--- config.mk ---
export PLATFORM = sky130hd
export DESIGN_NAME = fft8_stage_sequencer
export DESIGN_NICKNAME = d
export VERILOG_FILES = /design/src/rtl/fft_pkg.sv /design/src/rtl/fft_frame_buf.sv /design/src/rtl/fft8_stage_sequencer.sv
export SDC_FILE = /design/constraint.sdc
export NUM_CORES = 1
export LEC_CHECK = 0
export BUFFER_PORTS_ARGS = -buffer_cell sky130_fd_sc_hd__buf_2
export CORE_AREA = 10 10 344 346
export DETAILED_ROUTE_END_ITERATION = 7
export DIE_AREA = 0 0 354 356
export GPL_TIMING_DRIVEN = 1
export HOLD_SLACK_MARGIN = 0.05
export PLACE_DENSITY_LB_ADDON = 0.1
export REMOVE_ABC_BUFFERS = 1
export SLEW_MARGIN = 10
export SYNTH_ARGS = -nofsm -noshare
export SYNTH_HDL_FRONTEND = slang
export SYNTH_SLANG_ARGS = --single-unit
--- constraint.sdc ---
create_clock -name clk_i -period 21.8 [get_ports clk_i]
set_input_delay 3.27 -clock clk_i [delete_from_list [all_inputs] [get_ports clk_i]]
set_output_delay 3.27 -clock clk_i [all_outputs]
set_load 0.05 [all_outputs]
--- src/rtl/fft_pkg.sv ---
// fft_pkg: shared types and constants for the 8-point FFT datapath and its frame sequencer
package fft_pkg;
  localparam int DATA_W = 50;
  localparam int HALF_W = 25;
  localparam int N_PTS  = 8;
  localparam int TW_W   = 18;
  typedef logic [DATA_W-1:0] cplx_t;
  typedef enum logic [1:0] {LOAD, COMPUTE, UNLOAD} seq_state_t;
endpackage

--- src/rtl/fft_frame_buf.sv ---
// fft_frame_buf: 8-entry complex bank with serial write, parallel load, serial and parallel read
module fft_frame_buf
  import fft_pkg::*;
(
  input  logic       clk,
  input  logic       rst,
  input  logic       wr_en,
  input  logic [2:0] wr_idx,
  input  cplx_t      wr_data,
  input  logic       ld_en,
  input  cplx_t      ld_data [N_PTS-1:0],
  input  logic [2:0] rd_idx,
  output cplx_t      rd_data,
  output cplx_t      bank [N_PTS-1:0]
);
  // parallel load wins: the sequencer never writes serially while the datapath result is loading
  always_ff @(posedge clk or posedge rst)
    if (rst) for (int i = 0; i < N_PTS; i++) bank[i] <= '0;
    else if (ld_en) bank <= ld_data;
    else if (wr_en) bank[wr_idx] <= wr_data;
  assign rd_data = bank[rd_idx];
endmodule

--- src/rtl/fft8_stage_sequencer.sv ---
// fft8_stage_sequencer: LOAD/COMPUTE/UNLOAD frame controller around an external butterfly datapath
module fft8_stage_sequencer
  import fft_pkg::*;
#(
  parameter int NUM_STAGES = 3,
  parameter int STAGE_LAT  = 0
) (
  input  logic       clk_i,
  input  logic       rst_i,
  input  logic       s_valid_i,
  output logic       s_ready_o,
  input  cplx_t      s_data_i,
  input  logic       s_last_i,
  output logic       m_valid_o,
  input  logic       m_ready_i,
  output cplx_t      m_data_o,
  output logic       m_last_o,
  output cplx_t      bf_data_o [7:0],
  output logic [1:0] bf_stage_o,
  input  cplx_t      bf_data_i [7:0],
  output logic       busy_o,
  output logic       err_o
);
  localparam int CW = STAGE_LAT > 0 ? $clog2(STAGE_LAT + 1) : 1;
  seq_state_t    state, state_d;
  logic [2:0]    wr_idx, rd_idx;
  logic [1:0]    pass;
  logic [CW-1:0] wait_cnt;
  logic          s_hs, m_hs, step, last_pass;
  cplx_t         rd_data;
  assign s_hs      = s_valid_i && s_ready_o;
  assign m_hs      = m_valid_o && m_ready_i;
  assign step      = state == COMPUTE && wait_cnt == CW'(STAGE_LAT);
  assign last_pass = pass == 2'(NUM_STAGES - 1);
  fft_frame_buf u_buf (
    .clk     (clk_i),
    .rst     (rst_i),
    .wr_en   (s_hs),
    .wr_idx  (wr_idx),
    .wr_data (s_data_i),
    .ld_en   (step),
    .ld_data (bf_data_i),
    .rd_idx  (rd_idx),
    .rd_data (rd_data),
    .bank    (bf_data_o)
  );
  always_ff @(posedge clk_i or posedge rst_i)
    if (rst_i) state <= LOAD;
    else state <= state_d;
  always_comb
    state_d = s_hs && wr_idx == 3'd7 ? COMPUTE :
              step && last_pass      ? UNLOAD  :
              m_hs && rd_idx == 3'd7 ? LOAD    : state;
  // an early last restarts the frame; a missing last is flagged but the frame still completes
  always_ff @(posedge clk_i or posedge rst_i)
    if (rst_i) begin
      wr_idx   <= '0;
      rd_idx   <= '0;
      pass     <= '0;
      wait_cnt <= '0;
      err_o    <= 1'b0;
    end else begin
      err_o <= s_hs && (s_last_i != (wr_idx == 3'd7));
      if (s_hs) wr_idx <= s_last_i ? '0 : wr_idx + 3'd1;
      if (m_hs) rd_idx <= rd_idx + 3'd1;
      if (state == COMPUTE) wait_cnt <= step ? '0 : wait_cnt + CW'(1);
      if (step) pass <= last_pass ? '0 : pass + 2'd1;
    end
  always_comb begin
    s_ready_o  = state == LOAD && !rst_i;
    m_valid_o  = state == UNLOAD;
    m_data_o   = m_valid_o ? rd_data : '0;
    m_last_o   = m_valid_o && rd_idx == 3'd7;
    busy_o     = state != LOAD;
    bf_stage_o = pass;
  end
endmodule

==> results.md <==
- The worst-case setup margin in the final layout is 14640 ps.
- Including well taps, the total number of placed cells is 4529.
- Gates resized during post-CTS repair numbered 0.
- The clock drives 412 sinks.
- Summing all flip-flop and latch instances after layout gives 0.0103 sq mm.
- The first-pass GRT wire length is 214000 um.
- The number of synthesized register bits is 412.
- Leaving out fill and tap cells, the most frequent cell in the layout is sky130_fd_sc_hd__buf_2.
- The synthesized netlist devotes 0.217% of its cell area to adder and majority cells.
- Yosys attributes the largest share of cell area to sky130_fd_sc_hd__dfrtp_1, sky130_fd_sc_hd__o211ai_1, sky130_fd_sc_hd__mux4_2.
- The initial antenna violation count is 50.
- Of the cells placed in the final design, the portion with a size suffix greater than 1 is 37.7%.
- At the later pin of the worst-skew pair, clock insertion delay measures 650 ps.
- The cell count after synthesis is 2356.
- Yosys printed 0 warnings.
- The die outline height is 356 um.
- Across the run, the number of max-cap violations was 0.
- The total grt overflow is 0.
- The top cell type by area accounts for 44.6% of the synthesized area.
- Setup repair after global routing left no endpoint under its margin.
- Buffers inserted to repair hold after CTS numbered 0.
- The number of DRC violations after detailed-routing iteration 0 is 1923.
- The synthesis-to-finish area growth is 33.3%.
- The max-slew headroom at the worst pin is 18.8%.
- The startpoint-to-endpoint class of the critical path is in2out.
- The detailed placer's ending HPWL is 104000 um.
- The cell taking the most area after synthesis is sky130_fd_sc_hd__dfrtp_1.
- Summing all multi-input logic gate instances after layout gives 0.0117 sq mm.
- The final setup violation count is 0.
- The horizontal die dimension is 354 um.
- The H-tree was split into 2 levels.
- The type of element launching the critical path is an input port.
- At the end of the flow, the number of nets in the layout was 3546.
- Once placement finished, the instance area stood at 0.0289 sq mm.
- The floorplan step defined a core boundary enclosing 0.112 sq mm.
- The post-CTS repair timing setup buffer count is 0.
- Routability-driven placement finished with a final weighted congestion of 0.856.
- For the worst setup path, the data arrival time is 3890 ps.
- The proportion of power drawn by combinational gates is 53.6%.
- The worst endpoint required time is 18530 ps.
- The layout has 12100 filler cells.
- In this run the worst path has a maximum fanout of 4.
- Clock tree synthesis inserted a total of 56 buffers.
- The maximum clock skew at final layout is 22.0 ps.
- The run finished with clean final reports.
- At the placement stage, the worst setup path has a slack of 14600 ps.
- Summing the areas of all compound-gate instances in the mapped netlist gives 27.0% of the synthesized area.
- The routed wirelength normalized by instance count is 33.1 um.
- The number of unique standard cell types used by synthesis is 38.
- The buffer depth of the longest clock path is 3.
- The sequential share of power is 28.1%.
- Summing over every cut layer, the via total after detailed routing is 25100.
- The analysis attributes to net switching a power of 2.76 mW.
- The shortest period the worst path allows is 7160 ps.
- The xor/xnor share of the synthesized area is 0.0758%.
- The initial utilization of the core area, before any placement, comes to 20.7%.
- The mapped netlist covers 0.0231 sq mm.
- Leaving out filler cells and counting taps, the final layout contains 4658.
- In this run the remaining antenna-violating nets after routing total 0.
- Power spread over the standard cell area amounts to 166 mW/mm^2.
- The global-route usage over all layers is 23.3%.
- The final number of max-transition violations is 0.
- For the pin with the worst max-slew slack, the measured transition is 1220 ps.
- Buffers placed on the I/O ports in this run total 911.
- The path type of the worst min-delay path is reg2reg.
- The count of standard-cell rows is 123.
- Yosys mapped a number of flops with a built-in enable equal to 0.
- The clock tree from TritonCTS is built.
- The proportion of register bits with asynchronous set or reset after synthesis is 100%.
- The tree is rooted in a sky130_fd_sc_hd__clkbuf_16.
- The clock network power share is 18.4%.
- The internal portion of the total power is 2.33 mW.
- For this run, the leading register cell type out of synthesis is sky130_fd_sc_hd__dfrtp_1.
- The area of the die is 0.126 sq mm.
- The clock slew seen by the registers of the worst setup and hold paths is 60 ps.
- Entering global routing, the biggest net connects 166 pins.
- After detailed routing, the total wire length is 154000 um.
- The worst vdd rail ir drop is 0.118 mV.
- In the finished design, the share of the clock period the worst path needs comes to 32.8%.
- The ratio of routed vias to standard cells is 5.40.
- The sum of negative setup slack is 0 ps.
- The proportion of synthesized chip area in sequential cells is 44.6%.
- Net switching is 54.2% of the power.
- The via count of the first global-routing pass was 26600.
- The post-route cell area is 0.0308 sq mm.
- The leakage dissipation is 13.9 nW.
- Timing would allow up to 140 MHz.
- The top-level port count is 912.
- The tightest hold path in the finished design has a slack of 552 ps.
- Multiplexer cells account for 9.85% of the synthesized area.
- The number of remaining DRC errors is 0.
- Averaged over all synthesized cells, the footprint is 9.81 sq um.
- The first detailed-routing pass ran for 5 iterations.
- The largest family of logic cells by synthesized area is compound AO/OA/AOI/OAI gates.
- The synthesized netlist devotes 13.0% of its cell area to simple gates.
- Leaving out fill and tap cells, the most frequent cells in the layout are sky130_fd_sc_hd__buf_2, sky130_fd_sc_hd__o211ai_1, sky130_fd_sc_hd__dfrtp_1.
- The kind of end point of the critical path is an output pin.
- The count of final hold-check violations was 0.
worst paths after layout:
path / start / end / slack [ps] / cells after the start
min reg2reg: u_buf.bank[337] / u_buf.bank[337] / 550 / 2
max reg2reg: state[0] / u_buf.bank[349] / 17310 / 6
max: rst_i / s_ready_o / 14640 / 3
max in group asynchronous: rst_i / u_buf.bank[32] / 15960 / 5
min in group asynchronous: rst_i / u_buf.bank[394] / 2810 / 2
min: u_buf.bank[337] / u_buf.bank[337] / 550 / 2
layout make-up:
| cell class | instances | area share (%) |
|---|---|---|
| tap | 1500 | 6.10 |
| multi-input combinational | 1642 | 38.0 |
| inverter | 17 | 0.232 |
| antenna | 27 | 0.219 |
| clock buffer | 88 | 5.33 |
| sequential | 412 | 33.5 |
| clock inverter | 14 | 0.520 |
| timing repair buffer | 958 | 16.1 |
Yosys cell counts, drive strengths merged, types with 6 or more instances:
library cell  number
inv               17
nand4             30
o211ai           424
nor3              74
dfrtp            412
nand3b             7
o21ai            119
mux4             100
buf               58
a221o             70
o31a              18
nor2b             28
a22o              51
a31oi             94
a21oi             88
nor2             121
and2              73
a41oi              6
clkbuf           227
nand2            309
power by group through the flow:
stage,registers [mW],logic (mW),clock network [mW]
global placement,1.43,2.74,0
floorplan,2.29,0.908,0
global route,1.46,2.86,0.989
detailed placement,1.44,2.76,0
finish,1.43,2.73,0.935
CTS,1.43,2.76,0.959
registers in the layout, summed over array words and instances (netlist names):
register,flops
u_buf.bank,400
rd_idx,3
wr_idx,3
bf_stage_o,2
state,2
err_o,1
wait_cnt,1
per-stage QoR:
stage,utilization [%],power [mW]
global placement,25.9,4.17
CTS,27.5,5.15
global route,27.6,5.32
floorplan,-,3.20
finish,27.6,5.10
detailed placement,25.9,4.20
routing by layer:
metal | global-route usage [%] | wire (um)
met5 | 0 | 217
met1 | 28.4 | 62500
met2 | 39.3 | 75300
met4 | 8.70 | 5390
met3 | 5.90 | 11000
kinds of logic after synthesis:
group,count (synthesis)
flip-flops,412
multiplexers,102
buffers and inverters,302
AND/OR/NAND/NOR,661
XOR/XNOR,2
adder cells (fa/ha/maj),4
AO/OA/AOI/OAI,873
worst max-delay path: stages:
cell	delay (ps)
sky130_fd_sc_hd__buf_2	170
sky130_fd_sc_hd__nor2_1	150
sky130_fd_sc_hd__buf_2	290
Note: power is estimated with default switching activity, not from simulation.
